<file path="config.mk">
export PLATFORM = sky130hd
export DESIGN_NAME = division_flat
export DESIGN_NICKNAME = d
export VERILOG_FILES = /design/src/rtl/calc_pkg.sv /design/src/rtl/division_if.sv /design/src/rtl/division_div_step.sv /design/src/rtl/division.sv /design/src/flat_wrapper.sv
export SDC_FILE = /design/constraint.sdc
export NUM_CORES = 1
export LEC_CHECK = 0
export ABC_AREA = 1
export CAP_MARGIN = 20
export CELL_PAD_IN_SITES_DETAIL_PLACEMENT = 1
export CELL_PAD_IN_SITES_GLOBAL_PLACEMENT = 1
export CORE_UTILIZATION = 29
export DETAILED_ROUTE_END_ITERATION = 10
export PLACE_DENSITY = 0.61
export SLEW_MARGIN = 10
export SYNTH_ARGS = -nofsm -noshare
export SYNTH_HDL_FRONTEND = slang
export SYNTH_SLANG_ARGS = --single-unit
</file>
<file path="constraint.sdc">
create_clock -name clk -period 1.65 [get_ports clk]
set_clock_uncertainty 0.05 [all_clocks]
set_input_delay 0.4125 -clock clk [delete_from_list [all_inputs] [get_ports clk]]
set_output_delay 0.4125 -clock clk [all_outputs]
set_load 0.005 [all_outputs]
</file>
<file path="src/rtl/calc_pkg.sv">
// rtl/calc_pkg.sv - shared widths, state encoding and constants for the calculator divider
package calc_pkg;
  localparam int N_W   = 8;
  localparam int D_W   = 4;
  localparam int CNT_W = $clog2(N_W);

  typedef enum logic [1:0] {
    IDLE = 2'd0,
    RUN  = 2'd1,
    DONE = 2'd2
  } state_t;

  localparam logic [N_W-1:0] DIV0_QUOTIENT = '1;
endpackage

</file>
<file path="src/rtl/division_if.sv">
// rtl/division_if.sv - start/busy/done operand and result bundle for the divider
interface division_if;
  import calc_pkg::*;

  logic           start;
  logic [N_W-1:0] dividend;
  logic [D_W-1:0] divisor;
  logic           busy;
  logic           done;
  logic [N_W-1:0] quotient;
  logic [D_W-1:0] remainder;
  logic           div_by_zero;

  modport master (
    output start, dividend, divisor,
    input  busy, done, quotient, remainder, div_by_zero
  );

  modport slave (
    input  start, dividend, divisor,
    output busy, done, quotient, remainder, div_by_zero
  );
endinterface

</file>
<file path="src/rtl/division_div_step.sv">
// rtl/division_div_step.sv - one combinational restoring-division iteration
module div_step
  import calc_pkg::*;
(
  input  logic [D_W:0]   r,
  input  logic           a_msb,
  input  logic [D_W-1:0] m,
  output logic [D_W:0]   r_next,
  output logic           q_bit
);
  logic [D_W:0] r_sh;

  // R stays below M between steps, so its top bit is always zero before the shift.
  assign r_sh   = {r[D_W-1:0], a_msb};
  assign q_bit  = (r_sh >= {1'b0, m});
  assign r_next = q_bit ? (r_sh - {1'b0, m}) : r_sh;
endmodule

</file>
<file path="src/rtl/division.sv">
// rtl/division.sv - sequential restoring divider, one quotient bit per clock
module division
  import calc_pkg::*;
(
  input  logic     clk,
  input  logic     rst,
  division_if.slave bus
);
  state_t           state, state_nxt;
  logic [N_W-1:0]   a_q, a_nxt;
  logic [D_W-1:0]   m_q;
  logic [D_W:0]     r_q, r_nxt;
  logic             q_bit;
  logic [CNT_W-1:0] cnt_q;
  logic             last_step;
  logic [N_W-1:0]   quotient_q;
  logic [D_W-1:0]   remainder_q;
  logic             div_by_zero_q;
  logic             busy_c, done_c;

  div_step u_step (
    .r      (r_q),
    .a_msb  (a_q[N_W-1]),
    .m      (m_q),
    .r_next (r_nxt),
    .q_bit  (q_bit)
  );

  assign a_nxt     = {a_q[N_W-2:0], q_bit};
  assign last_step = (cnt_q == CNT_W'(N_W-1));

  always_comb begin
    state_nxt = state;
    busy_c    = 1'b0;
    done_c    = 1'b0;
    case (state)
      IDLE: if (bus.start) state_nxt = (bus.divisor == '0) ? DONE : RUN;
      RUN: begin
        busy_c = 1'b1;
        if (last_step) state_nxt = DONE;
      end
      DONE: begin
        done_c    = 1'b1;
        state_nxt = IDLE;
      end
      default: state_nxt = IDLE;
    endcase
  end

  always_ff @(posedge clk or posedge rst) begin
    if (rst) begin
      state         <= IDLE;
      a_q           <= '0;
      m_q           <= '0;
      r_q           <= '0;
      cnt_q         <= '0;
      quotient_q    <= '0;
      remainder_q   <= '0;
      div_by_zero_q <= 1'b0;
    end else begin
      state <= state_nxt;
      case (state)
        IDLE: if (bus.start) begin
          a_q           <= bus.dividend;
          m_q           <= bus.divisor;
          r_q           <= '0;
          cnt_q         <= '0;
          div_by_zero_q <= (bus.divisor == '0);
          // Divide by zero skips RUN, so its result is published on the accept edge.
          if (bus.divisor == '0) begin
            quotient_q  <= DIV0_QUOTIENT;
            remainder_q <= '0;
          end
        end
        RUN: begin
          a_q   <= a_nxt;
          r_q   <= r_nxt;
          cnt_q <= cnt_q + 1'b1;
          if (last_step) begin
            quotient_q  <= a_nxt;
            remainder_q <= r_nxt[D_W-1:0];
          end
        end
        default: ;
      endcase
    end
  end

  assign bus.busy        = busy_c;
  assign bus.done        = done_c;
  assign bus.quotient    = quotient_q;
  assign bus.remainder   = remainder_q;
  assign bus.div_by_zero = div_by_zero_q;
endmodule

</file>
<file path="src/flat_wrapper.sv">
// flat-port wrapper written by rule: the top's interface ports become plain ports
module division_flat import calc_pkg::*;
  (clk, rst, bus_start, bus_dividend, bus_divisor, bus_busy, bus_done, bus_quotient, bus_remainder, bus_div_by_zero);
  division_if bus_i ();
  input  logic clk;
  input  logic rst;
  input wire logic [$bits(bus_i.start)-1:0] bus_start;
  input wire logic [$bits(bus_i.dividend)-1:0] bus_dividend;
  input wire logic [$bits(bus_i.divisor)-1:0] bus_divisor;
  output wire logic [$bits(bus_i.busy)-1:0] bus_busy;
  output wire logic [$bits(bus_i.done)-1:0] bus_done;
  output wire logic [$bits(bus_i.quotient)-1:0] bus_quotient;
  output wire logic [$bits(bus_i.remainder)-1:0] bus_remainder;
  output wire logic [$bits(bus_i.div_by_zero)-1:0] bus_div_by_zero;
  assign bus_i.start = bus_start;
  assign bus_i.dividend = bus_dividend;
  assign bus_i.divisor = bus_divisor;
  assign bus_busy = bus_i.busy;
  assign bus_done = bus_i.done;
  assign bus_quotient = bus_i.quotient;
  assign bus_remainder = bus_i.remainder;
  assign bus_div_by_zero = bus_i.div_by_zero;
  division u_core (.clk(clk), .rst(rst), .bus(bus_i));
endmodule
</file>
* After elaboration in Yosys (flattened, before gate mapping)
Cells that the tools add are included.
** Cells by class
- Add/sub/neg operators :: 2
- Magnitude comparators :: 1
- Equal/unequal tests :: 6
- Multiplexer cells :: 21
- Reductions and logical operators :: 7
** Operators by type and width (number)
- 2-to-1 mux 8 bit :: 4
- case mux 8 bit (2 select lines) :: 2
- 2-to-1 mux 4 bit :: 5
- case mux 4 bit (2 select lines) :: 2
- 2-to-1 mux 2 bit :: 3
- case mux 3 bit (2 select lines) :: 1
- AND reduction 2 bit :: 3
- greater-or-equal comparator 5 x 4 -> 1 bit :: 1
- zero test 4 bit :: 1
- != test 2 x 1 -> 1 bit, second input constant :: 2
- case mux 2 bit (2 select lines) :: 1
- AND reduction 4 bit :: 1
- subtractor 4 bit :: 1
- adder 3 x 1 -> 3 bit, second input constant :: 1
- equality test 3 bit, second input constant :: 1
- 2-to-1 mux 3 bit :: 1
- equality test 2 x 1 -> 1 bit, second input constant :: 1
- equality test 2 bit, second input constant :: 1
- zero test 2 bit :: 1
- 2-to-1 mux 1 bit :: 2
- != test 2 bit, second input constant :: 1
- nonzero test 2 bit :: 1
** Storage, ports and cells
- Register bits :: 34
- Input port bits :: 15
- Output and inout port bits :: 15

* Longest topological paths before layout
Gate-level depths: netlist of run 1.
- Word-level depth :: 4
- Gate-level depth with buffers :: 12
- Mapped depth without buffers :: 12

* Hierarchy
From an unflattened synthesis of run 1, not the netlist that was laid out.
** Second synthesis, totals
- Cell total of the unflattened synthesis :: 230
- Area total of the unflattened synthesis :: 1873.0 µm²
** Modules (own cells, without submodules)
- division :: instances 1, cells each 175, area each 1560.2 µm², seq. area each 875.8 µm²
- div_step :: instances 1, cells each 55, area each 312.8 µm², seq. area each 0.0 µm²

* Least setup slack after synthesis of run 1
No wires, ideal clock.
- Path type :: register -> register
- Start point :: register u_core.cnt_q[0]
- End point :: register u_core.remainder_q[0], in the netlist u_core.bus.remainder[0]
- Data arrival time :: 1.348 ns
- Path slack :: 0.136 ns
- Stages on the path, launching flop included :: 9
- Path buffers :: 1
- Period minus slack after synthesis :: 1.514 ns
- Cells stage by stage :: dfrtp_1 > ha_1 > ha_1 > or2_4 > nand3_4 > inv_4 > buf_6 > nand2_1 > nand2_1
** On the way
- Longest elaborated chain between the ends :: 3
** RTL lines
- start, declared :: line division.sv:14 : logic [CNT_W-1:0] cnt_q;
- start signal, assigned :: line division.sv:78 : cnt_q <= cnt_q + 1'b1;
- equality test 3 bit :: line division.sv:30 : assign last_step = (cnt_q == CNT_W'(N_W-1));
- != test 2 x 1 -> 1 bit (no source line)
- AND reduction 4 bit (no source line)
- end signal, assigned :: line division.sv:81 : remainder_q <= r_nxt[D_W-1:0];
- end, declared :: line division.sv:17 : logic [D_W-1:0] remainder_q;
No other way between the ends.
A chain may end at the register's enable or synchronous reset.

* Worst setup path in the final report of run 1
- Start point :: register u_core.quotient_q[4], in the netlist u_core.bus.quotient[4]
- End point :: output bus_quotient[4]
** RTL lines
- start, declared :: line division.sv:16 : logic [N_W-1:0] quotient_q;
- start signal, assigned :: line division.sv:80 : quotient_q <= a_nxt;
- end, declared :: line flat_wrapper.sv:12 : output wire logic [$bits(bus_i.quotient)-1:0] bus_quotient;
No word-level cell between the ends.

==> results of run 1 <==
==> metal layers <==
metal	global-route usage	part of all wire	up-vias
li1	-	-	728
met1	0.1997	0.49	687
met2	0.2389	0.48	15
met3	0.02824	0.017	5
met4	0.06226	0.015	0
met5	0	0	-
==> timing repair <==
| item | CTS | global route |
|---|---|---|
| setup endpoints to repair | 5 | 15 |
| pin swaps | 1 | 12 |
| resized for setup | 5 | 21 |
| hold endpoints to repair | 0 | 0 |
| buffers inserted | 6 | 9 |
==> tightest hold or removal path: stages <==
cell	delay, ns
clkdlybuf4s50_1	0.39
inv_1	0.09
buf_12	0.21
==> power by group through the flow <==
stage	clock (uW)	sequential [uW]	combinational (uW)
4_1_cts	675	1420	2760
6_report	654	1420	3150
3_3_place_gp	0	1430	2520
3_5_place_dp	0	1440	2570
2_1_floorplan	0	1410	1680
5_1_grt	716	1460	3560
==> layout make-up <==
class,instances,area [um^2]
tap,72,90.09
clock buffer,7,86.33
timing repair buffer,55,524.3
sequential,34,850.8
multi-input combinational,126,734.5
inverter,27,103.9
clock inverter,1,5.005
fill,637,3112
==> cell families after synthesis <==
| group | Yosys count | synth area share |
|---|---|---|
| XOR/XNOR | 1 | 0.005256 |
| flip-flops | 34 | 0.5105 |
| adder cells (fa/ha/maj) | 7 | 0.05706 |
| buffers and inverters | 33 | 0.09234 |
| AO/OA/AOI/OAI | 26 | 0.09760 |
| AND/OR/NAND/NOR | 92 | 0.2372 |
==> cell usage after synthesis, drive strengths merged <==
master / count
clkinv: 1
or2: 1
ha: 6
o211ai: 8
a21oi: 2
nand3: 12
nand2: 71
dfrtp: 34
inv: 26
nor2: 4
fa: 1
a22o: 2
o22ai: 1
xnor2: 1
nand4: 4
buf: 6
o21ai: 13
==> cells in the final DEF, fill, tap and decap left out, types with 3 or more instances in the layout <==
cell type	n
clkdlybuf4s50_1	24
nand2_1	66
inv_1	18
nand3_2	3
nor2_1	4
dfrtp_1	34
buf_4	22
o21ai_0	13
nand4_1	4
clkbuf_8	6
inv_2	7
o211ai_1	8
nand2_4	3
dlymetal6s2s_1	3
ha_1	3
nand3_1	8
==> path summary, 6_finish.rpt <==
check	slack [ns]	from	cells after the start	to
worst max register to register	0.06	u_core.a_q[7]	12	u_core.bus.remainder[1]
worst min register to register	0.43	u_core.bus.remainder[0]	2	u_core.bus.remainder[0]
worst min-delay path	0.41	rst	3	u_core.m_q[1]
min in group clk	0.43	u_core.bus.remainder[0]	2	u_core.bus.remainder[0]
worst max-delay path	0.04	u_core.bus.quotient[4]	1	bus_quotient[4]
max in group asynchronous	0.95	rst	3	u_core.bus.quotient[2]
==> sequential cells by signal (all words and copies together), names as in the netlist <==
name	count
u_core.a_q	8
u_core.bus.div_by_zero	1
u_core.bus.quotient	8
u_core.bus.remainder	4
u_core.cnt_q	3
u_core.m_q	4
u_core.r_q	4
u_core.state	2
==> per-stage QoR <==
step / power, uW / setup slack [ns] / area (um^2)
final: 5229 / 0.04314 / 2395
after global placement: 3950 / -0.04682 / 2105
after CTS: 4855 / 0.001238 / 2258
after detailed placement: 4010 / -0.08723 / 2105
after global routing: 5736 / -0.05145 / 2395
after floorplan: 3094 / 0.1356 / 1667
==> results.json, run 1 <==
{
  "critPathMaxFanout": 2,
  "hold_viol": 0,
  "overflow": 0,
  "vias": 1435,
  "netlist_area_mm2": 0.001667,
  "grt_usage": 0.1504,
  "ios": 30,
  "first_pass_iters": 4,
  "place_congestion": 0.7552,
  "final_nets": 271,
  "status": "finished clean",
  "intPower_uw": 3063,
  "max_freq_ghz": 0.6223,
  "critPathTopFamily": "buffers and inverters",
  "worst_setup_path_end_kind": "output port",
  "netSwitchingPower_uw": 2166,
  "swShare": 0.4141,
  "relSlewSlack": 0.7961,
  "clkLatencyLatePin_ns": 0.29,
  "p_clk_frac": 0.125,
  "clock_sinks": 34,
  "seq_area_frac_synth": 0.5105,
  "ys_ff_latch": 34,
  "yosysTopAreaCell": "dfrtp_1",
  "final_layout_size_suffix_gt1_frac": 0.2240,
  "core_area_mm2": 0.005507,
  "wl_per_cell_um": 12.76,
  "grt_pass1_vias": 1505,
  "synth_top_area_frac": 0.5105,
  "grt_max_degree": 35,
  "dpl.hpwl_um": 2802,
  "clockBufferDepth": 2,
  "setup_tns_ns": 0,
  "drcViolationCount": 0,
  "rows": 27,
  "crit_path_start_kind": "flop",
  "combPwrFrac": 0.603,
  "path_class": "flop to output port",
  "ys_warn_count": 0,
  "cts-htree-levels": 2,
  "ys_types": 24,
  "postSynthAreaPerCell_um2": 8.635,
  "n_antenna_cell": 0,
  "max-vdd-ir-drop_mv": 0.8737,
  "worst_pin_slew_ns": 0.3050,
  "power.density_mw_per_mm2": 2183,
  "area_growth_pct": 43.69,
  "clk_pin_slew_ns": 0.07,
  "fin_cells": 322,
  "post-route-period-util": 0.9739,
  "drtAntennaViolNets": 0,
  "whs_ns": 0.4072,
  "cp.arrival_ns": 1.14,
  "start_util": 0.3027,
  "yosys-top-cells-area": "dfrtp_1 51%, nand2_1 15%, inv_1 5.2%",
  "cp_cell_sequence": "clkdlybuf4s50_1",
  "max_stage_delay_ns": 0.50,
  "rsz0062_at_grt": "true",
  "fp.dieH_um": 77.81,
  "crit_buf_inv": 1,
  "fin_crit_ns": 1.607,
  "dpl.cell_count": 299,
  "cts_buffers": 5,
  "synth_nets": 215,
  "dieArea_mm2": 0.006054,
  "vias_per_cell": 4.457,
  "leakage_uw": 0.001239,
  "cts_root_buf": "clkbuf_8",
  "antenna_found_initial": 0,
  "ctsHoldBuffers": 0,
  "p_seq_frac": 0.272,
  "first_iter_violations": 38,
  "drv_cap": 0,
  "die_w_um": 77.81,
  "grt_first_pass_wirelength_um": 6934,
  "critPathRequiredTime_ns": 1.19,
  "critical_path.slowest_cell": "clkdlybuf4s50_1",
  "maxSlewViolCount": 0,
  "wirelength_um": 4110,
  "worstHoldPathType": "primary input to asynchronous set/reset pin",
  "final_core_util": 0.4349,
  "cts_tree": "done",
  "syn_inst": 193,
  "setup_violations": 0,
  "io_buffers": 29
}
Power figures use the tool's default switching activity.
==> run 2, diff against run 1 <==
CTS_CLUSTER_SIZE = 20   (was default)
==> results of run 2 <==
Final layout, timing and power as in run 1 (identical DEF).
